$ cat config.mk
export PLATFORM = sky130hd
export DESIGN_NAME = mpd_io_cfg_loader
export DESIGN_NICKNAME = d
export VERILOG_FILES = /design/src/rtl/mpd_io_cfg_loader_pkg.sv /design/src/rtl/mpd_io_cfg_loader.sv
export SDC_FILE = /design/constraint.sdc
export NUM_CORES = 1
export LEC_CHECK = 0
export ABC_AREA = 1
export BUFFER_PORTS_ARGS = -buffer_cell sky130_fd_sc_hd__buf_2
export CORE_MARGIN = 2
export CORE_UTILIZATION = 40
export CTS_CLUSTER_SIZE = 8
export DETAILED_ROUTE_END_ITERATION = 8
export PLACE_DENSITY_LB_ADDON = 0.3
export SYNTH_ARGS = -nofsm -noshare
export SYNTH_HDL_FRONTEND = slang
export SYNTH_SLANG_ARGS = --single-unit
$ cat constraint.sdc
create_clock -name clk -period 1.5 [get_ports clk]
set_input_delay 0.45 -clock clk [delete_from_list [all_inputs] [get_ports clk]]
set_output_delay 0.45 -clock clk [all_outputs]
set_load 0.05 [all_outputs]
$ cat src/rtl/mpd_io_cfg_loader_pkg.sv
// Shared definitions for the fabric IO configuration loader and the pad
// controllers it feeds.
//   - MPD_CFG_W        : width of one per-pad configuration word
//   - mpd_state_t      : loader FSM states (IDLE=0, LOAD=1, DONE=2)
//   - MPD_CFG_*        : bit-field offsets inside a configuration word,
//                        shared with the pad controller decode
package mpd_io_cfg_loader_pkg;

    localparam int unsigned MPD_CFG_W = 12;

    typedef enum logic [1:0] {
        ST_IDLE = 2'd0,
        ST_LOAD = 2'd1,
        ST_DONE = 2'd2
    } mpd_state_t;

    // Configuration word bit map: out value at the top, drive mode at the bottom.
    localparam int unsigned MPD_CFG_OUT_VAL_BIT = 11;
    localparam int unsigned MPD_CFG_DM_LSB      = 0;
    localparam int unsigned MPD_CFG_DM_W        = 3;

endpackage : mpd_io_cfg_loader_pkg

$ cat src/rtl/mpd_io_cfg_loader.sv
// Loads per-pad fabric IO configuration words and flags completion to the
// pad controllers. Words arrive over a valid/ready handshake in pad order
// 0..NUM_IO-1; each is stored in that pad's register, which drives the
// pad's slice of fabric_config. fabric_done rises once every pad has a word.
//
// Ports
//   clk            single clock
//   resetn         asynchronous active-low reset
//   start          pulse: begin or restart a load sequence (priority over accept)
//   word_valid     word_data valid this cycle
//   word_data      configuration word for pad io_index
//   word_ready     word accepted this cycle if valid (decoded from state and start)
//   io_index       pad index the next accepted word is written to
//   busy           high while loading
//   fabric_done    all NUM_IO words loaded
//   fabric_config  slice [i*CFG_W +: CFG_W] drives pad i
//   err_overrun    sticky: word_valid seen while DONE, cleared by start
module mpd_io_cfg_loader
    import mpd_io_cfg_loader_pkg::*;
#(
    parameter int unsigned NUM_IO = 38,
    parameter int unsigned CFG_W  = MPD_CFG_W,
    parameter int unsigned IDX_W  = 6
) (
    input  logic                    clk,
    input  logic                    resetn,
    input  logic                    start,
    input  logic                    word_valid,
    input  logic [CFG_W-1:0]        word_data,
    output logic                    word_ready,
    output logic [IDX_W-1:0]        io_index,
    output logic                    busy,
    output logic                    fabric_done,
    output logic [NUM_IO*CFG_W-1:0] fabric_config,
    output logic                    err_overrun
);

    localparam logic [IDX_W-1:0] LAST_IDX = IDX_W'(NUM_IO - 1);

    mpd_state_t state;
    logic       accept;
    logic       last_word;

    // start wins over an incoming word, so ready is masked in the start cycle.
    always_comb begin
        word_ready = (state == ST_LOAD) && !start;
        accept     = word_valid && word_ready;
        last_word  = (io_index == LAST_IDX);
    end

    always_ff @(posedge clk or negedge resetn) begin
        if (!resetn) begin
            state       <= ST_IDLE;
            io_index    <= '0;
            busy        <= 1'b0;
            fabric_done <= 1'b0;
            err_overrun <= 1'b0;
        end else if (start) begin
            state       <= ST_LOAD;
            io_index    <= '0;
            busy        <= 1'b1;
            fabric_done <= 1'b0;
            err_overrun <= 1'b0;
        end else begin
            case (state)
                ST_LOAD: begin
                    if (accept) begin
                        if (last_word) begin
                            state       <= ST_DONE;
                            io_index    <= '0;
                            busy        <= 1'b0;
                            fabric_done <= 1'b1;
                        end else begin
                            io_index <= io_index + 1'b1;
                        end
                    end
                end
                ST_DONE: begin
                    if (word_valid) begin
                        err_overrun <= 1'b1;
                    end
                end
                default: begin
                    // IDLE: words are ignored without flagging an error.
                end
            endcase
        end
    end

    // One register per pad; old contents persist across a restart until
    // overwritten, which is harmless because pads ignore them while
    // fabric_done is low.
    for (genvar g = 0; g < NUM_IO; g++) begin : g_pad
        logic [CFG_W-1:0] cfg_q;

        always_ff @(posedge clk or negedge resetn) begin
            if (!resetn) begin
                cfg_q <= '0;
            end else if (accept && (io_index == IDX_W'(g))) begin
                cfg_q <= word_data;
            end
        end

        assign fabric_config[g*CFG_W +: CFG_W] = cfg_q;
    end

endmodule : mpd_io_cfg_loader

# Word level (Yosys, flattened, before mapping)
# Index checks and enable logic that the tools add are counted.
# word_totals
register_bits	467
in_bits	16
out_inout_bits	466
# classes
addsub	1
n_eq_ne	39
n_mux	19
n_reduce_logical	50
# ops
op	n
6-bit by 5-bit == test with 1-bit output (second input constant)	16
6-bit by 4-bit == test with 1-bit output (second input constant)	8
1-bit logical AND	40
6-bit == test (second input constant)	6
6-bit by 3-bit == test with 1-bit output (second input constant)	4
6-bit 2-to-1 mux	4
6-bit by 2-bit == test with 1-bit output (second input constant)	2
1-bit 2-to-1 mux	11
2-bit nonzero test	5
2-bit 2-to-1 mux	4
6-bit by 1-bit adder with 6-bit output (second input constant)	1
6-bit by 1-bit == test with 1-bit output (second input constant)	1
6-bit zero test	1
2-bit AND reduction	2
3-bit AND reduction	1
2-bit by 1-bit == test with 1-bit output (second input constant)	1
2-bit == test (second input constant)	1
1-bit zero test	1

# Depth between registers and ports, before layout
# logic_depth
word_depth	6
mapped_depth	9

# Least setup slack after synthesis
# No wires, ideal clock.
# synth_path
kind	reg2reg
from	register, netlist name fabric_done
to	register g_pad[15].cfg_q[10]
setup_time_ps	133
t_arrival_ps	2206
t_required_ps	1367
path_slack_ps	-839
path_stages_with_launch	8
path_buffers	1
cell_sequence	dfrtp_1 -> inv_1 -> nand2_1 -> nor2_1 -> nand4_1 -> buf_2 -> nand2_1 -> o21ai_0
# synth_lines
item	line_no	source
end signal, assigned	mpd_io_cfg_loader.sv:100	cfg_q <= word_data;
end, declared	mpd_io_cfg_loader.sv:94	logic [CFG_W-1:0] cfg_q;

==> results by group <==
Flow run
  • Max_cap viols: 0

Power and ir drop
  • Total Power: 33,500 µW
  • Power Density: approximately 1100 nW/µm²
  • LEAKAGE: between 0.015 and 0.02 µW
  • Worst vdd ir: 1.13 mV

Clock tree
  • CTS tree: yes
  • Reg clk slew, reported paths: 0.05 ns
  • CTS Buf Count: 68
  • H-tree levels: 3
  • Root buffer cell: clkbuf_16
  • Clk_lat worst skew: 0.60 ns
  • Clk sink count: 465
  • Clock buffer depth: 3

Finish
  • Fraction of final layout cells sized beyond drive strength 1: 46.7%
  • Area grow syn2layout: 73.2%
  • Leading cell type in the layout, fill and taps excluded: nand2_1
  • Area occupied by multi-input gates: 7560 µm²
  • Nets: 2,782
  • Number of fill cells in the layout: ~3,000
  • Final cell utilization of the core: 69.8%
  • Register Area: 11,700 µm²
  • Most frequent cells in the layout: 663 x nand2_1, 455 x dfrtp_1, 302 x buf_6

Setup path
  • Crit end category: primary output
  • CP startpoint kind: flop
  • Slowest CP cell: dfrtp_2
  • Crit path max fanout: 2
  • Slowest Stage Delay on Critical Path: 0.41 ns
  • CP Class: flop to primary output
  • Worst Path Required: 1.05 ns
  • Critical Path AT: 1.42 ns
  • Worst path cell trace: inv_2 -> nand2_2 -> nor2_4 -> buf_6

Synth
  • Yosys Warn Count: 0
  • Sequential area share after synthesis: between 60 and 70%
  • Post-synth EDFFs: 0
  • Post-Syn Area: 18,200 µm²
  • Syn_area_per_cell: 9.23 µm²
  • Post-Syn Instances: around 2,000
  • Syn Nets: 1,989
  • Top FF cell, synth: dfrtp_1
  • Count of different cell masters after synthesis: 22
  • Synth Register Bits: roughly 470
  • Asr flop ratio synth: between 90% and 100%

Timing
  • Relative slew slack: 65.3%
  • Slew Limit Fails: 0
  • Worst Max-Slew Pin Slew: 0.521 ns
  • WHS: 0.286 ns
  • Setup violators final: 930
  • Final Hold Vio Count: 0
  • Final setup margin: -0.371 ns
  • RSZ-0062 raised after global routing: true
  • Worst-case clock skew: 0.0313 ns
  • Fin crit share: 125%
  • Max Clk Rate: 535 MHz
  • Final min period: 1.87 ns

Worst hold path
  • Min-Delay Path Class: input pin to flop

Global route
  • Global Route Usage Sum: 32.3%
  • Pin count of the biggest net entering global routing: 68
  • Total gr overflow: 0
  • Initial antenna violation count: 0
  • First-pass GRT wire length: 115,000 µm
  • Vias in the first global route: about 19,000

Die
  • # rows: 78
  • Die Span X: 217 µm
  • Starting Density: 40.3%
  • Core ar.: 45,100 µm²
  • Die area: 47,100 µm²
  • I/O pins: 482
  • Die height: 217 µm

Drt
  • Initial detailed-routing violation count: 1,684
  • DRC viols: 0
  • Routed wire per std cell: around 24 µm
  • Pre-antenna DRT Iters: 5
  • DRT antenna net count: 0
  • Total vias in the final route: between 15,000 and 20,000
  • Vias per inst: around 5.5
  • Total length of routed wires: 79,500 µm

Placement
  • DP HPWL: 43,600 µm
  • IO buf count: 481
  • RePlAce Congestion: around 0.86

Outcome
  • Failing checks: negative setup slack
  • Status: finished with violations
-- routing by layer --
layer / GRT usage [%] / vias up / part of all wire, %
met2: 51.3 / 1158 / 48
met5: 0 / - / 0
met1: 41.0 / 9273 / 38
met3: 8.44 / 283 / 9.5
li1: - / 7918 / -
met4: 16.1 / 0 / 5.3
-- logic make-up (layout without fill, tap and decap cells) --
kind of cell	Yosys count	count (layout)	synth area share (%)
compound gates	247	247	6.82
xor+xnor	1	1	0.0482
buf+inv	183	984	4.79
fa+ha+maj	4	4	0.276
flops	465	465	64.1
other cells	0	1	0
simple gates	1069	1072	24.0
-- through the flow --
stage          cell area (µm²)  std cells  worst slack (ns)  setup TNS (ns)
6_report                 31500       3374            -0.371         -166.35
4_1_cts                  30000       3335            -0.388         -179.59
2_1_floorplan            18400       1969            -0.184          -39.85
3_5_place_dp             22700       3064            -0.320          -90.67
3_3_place_gp             22700       3064            -0.279          -79.79
5_1_grt                  31500       3373            -0.436         -212.24
-- cell usage after synthesis, types with 2 or more instances --
cell	instances	area, µm²
o21ai_0	246	1230
inv_2	5	18.8
buf_6	4	45.0
nor2_1	43	161
dfrtp_1	465	11600
ha_1	4	50.1
buf_2	61	305
nand2_1	791	2970
nand3_1	218	1090
nand2_2	7	43.8
nand4_1	2	12.5
buf_4	19	143
clkbuf_1	57	214
nor2_4	4	45.0
inv_1	32	120
clkbuf_2	5	25.0
-- path summary, 6_finish.rpt --
| kind | from | to | slack, ns | cells after the start |
|---|---|---|---|---|
| worst max register to register | io_index[0] | g_pad[14].cfg_q[5] | -0.32 | 11 |
| max in group asynchronous | resetn | g_pad[34].cfg_q[8] | 0.51 | 3 |
| min in group asynchronous | resetn | g_pad[34].cfg_q[7] | 0.31 | 2 |
| worst min-delay path | word_data[1] | g_pad[2].cfg_q[1] | 0.29 | 3 |
| worst min register to register | g_pad[24].cfg_q[11] | g_pad[24].cfg_q[11] | 0.46 | 2 |
| worst max-delay path | fabric_done | word_ready | -0.37 | 4 |
-- flip-flops by register name, indices dropped and copies added (netlist names) --
name and count:
err_overrun 1, fabric_done 1, g_pad.cfg_q 456, io_index 6
state 1
-- critical path, delay by kind of cell (launching register included) --
family / cells / cell delay, ns
DFF: 1 / 0.41
and+or+nand+nor: 2 / 0.17
buffers and inverters: 2 / 0.24
-- where the power goes --
group | leakage [µW] | internal [µW] | switching (µW)
logic | 0.00898 | 1850 | 4080
registers | 0.00641 | 13200 | 423
clock network | 0.000923 | 8500 | 5520
-- what timing repair did --
item,in CTS,in global routing
endpoints found under the setup margin,928,930
endpoints found under the hold margin,127,0
hold buffers,1,0
gates cloned,55,20
buffers inserted,145,22
pin swaps,111,61
resized for setup,966,296
-- cell type report --
cell class | instances | share of cell area (%)
Sequential cell | 465 | 37.1
Tap cell | 600 | 2.39
Antenna cell | 1 | 0.00796
Inverter | 37 | 0.728
Timing Repair Buffer | 863 | 29.6
Multi-Input combinational cell | 1324 | 24.0
Clock buffer | 77 | 5.82
Timing Repair inverter | 3 | 0.211
Clock inverter | 4 | 0.159
(Power assumes the default switching activity.)
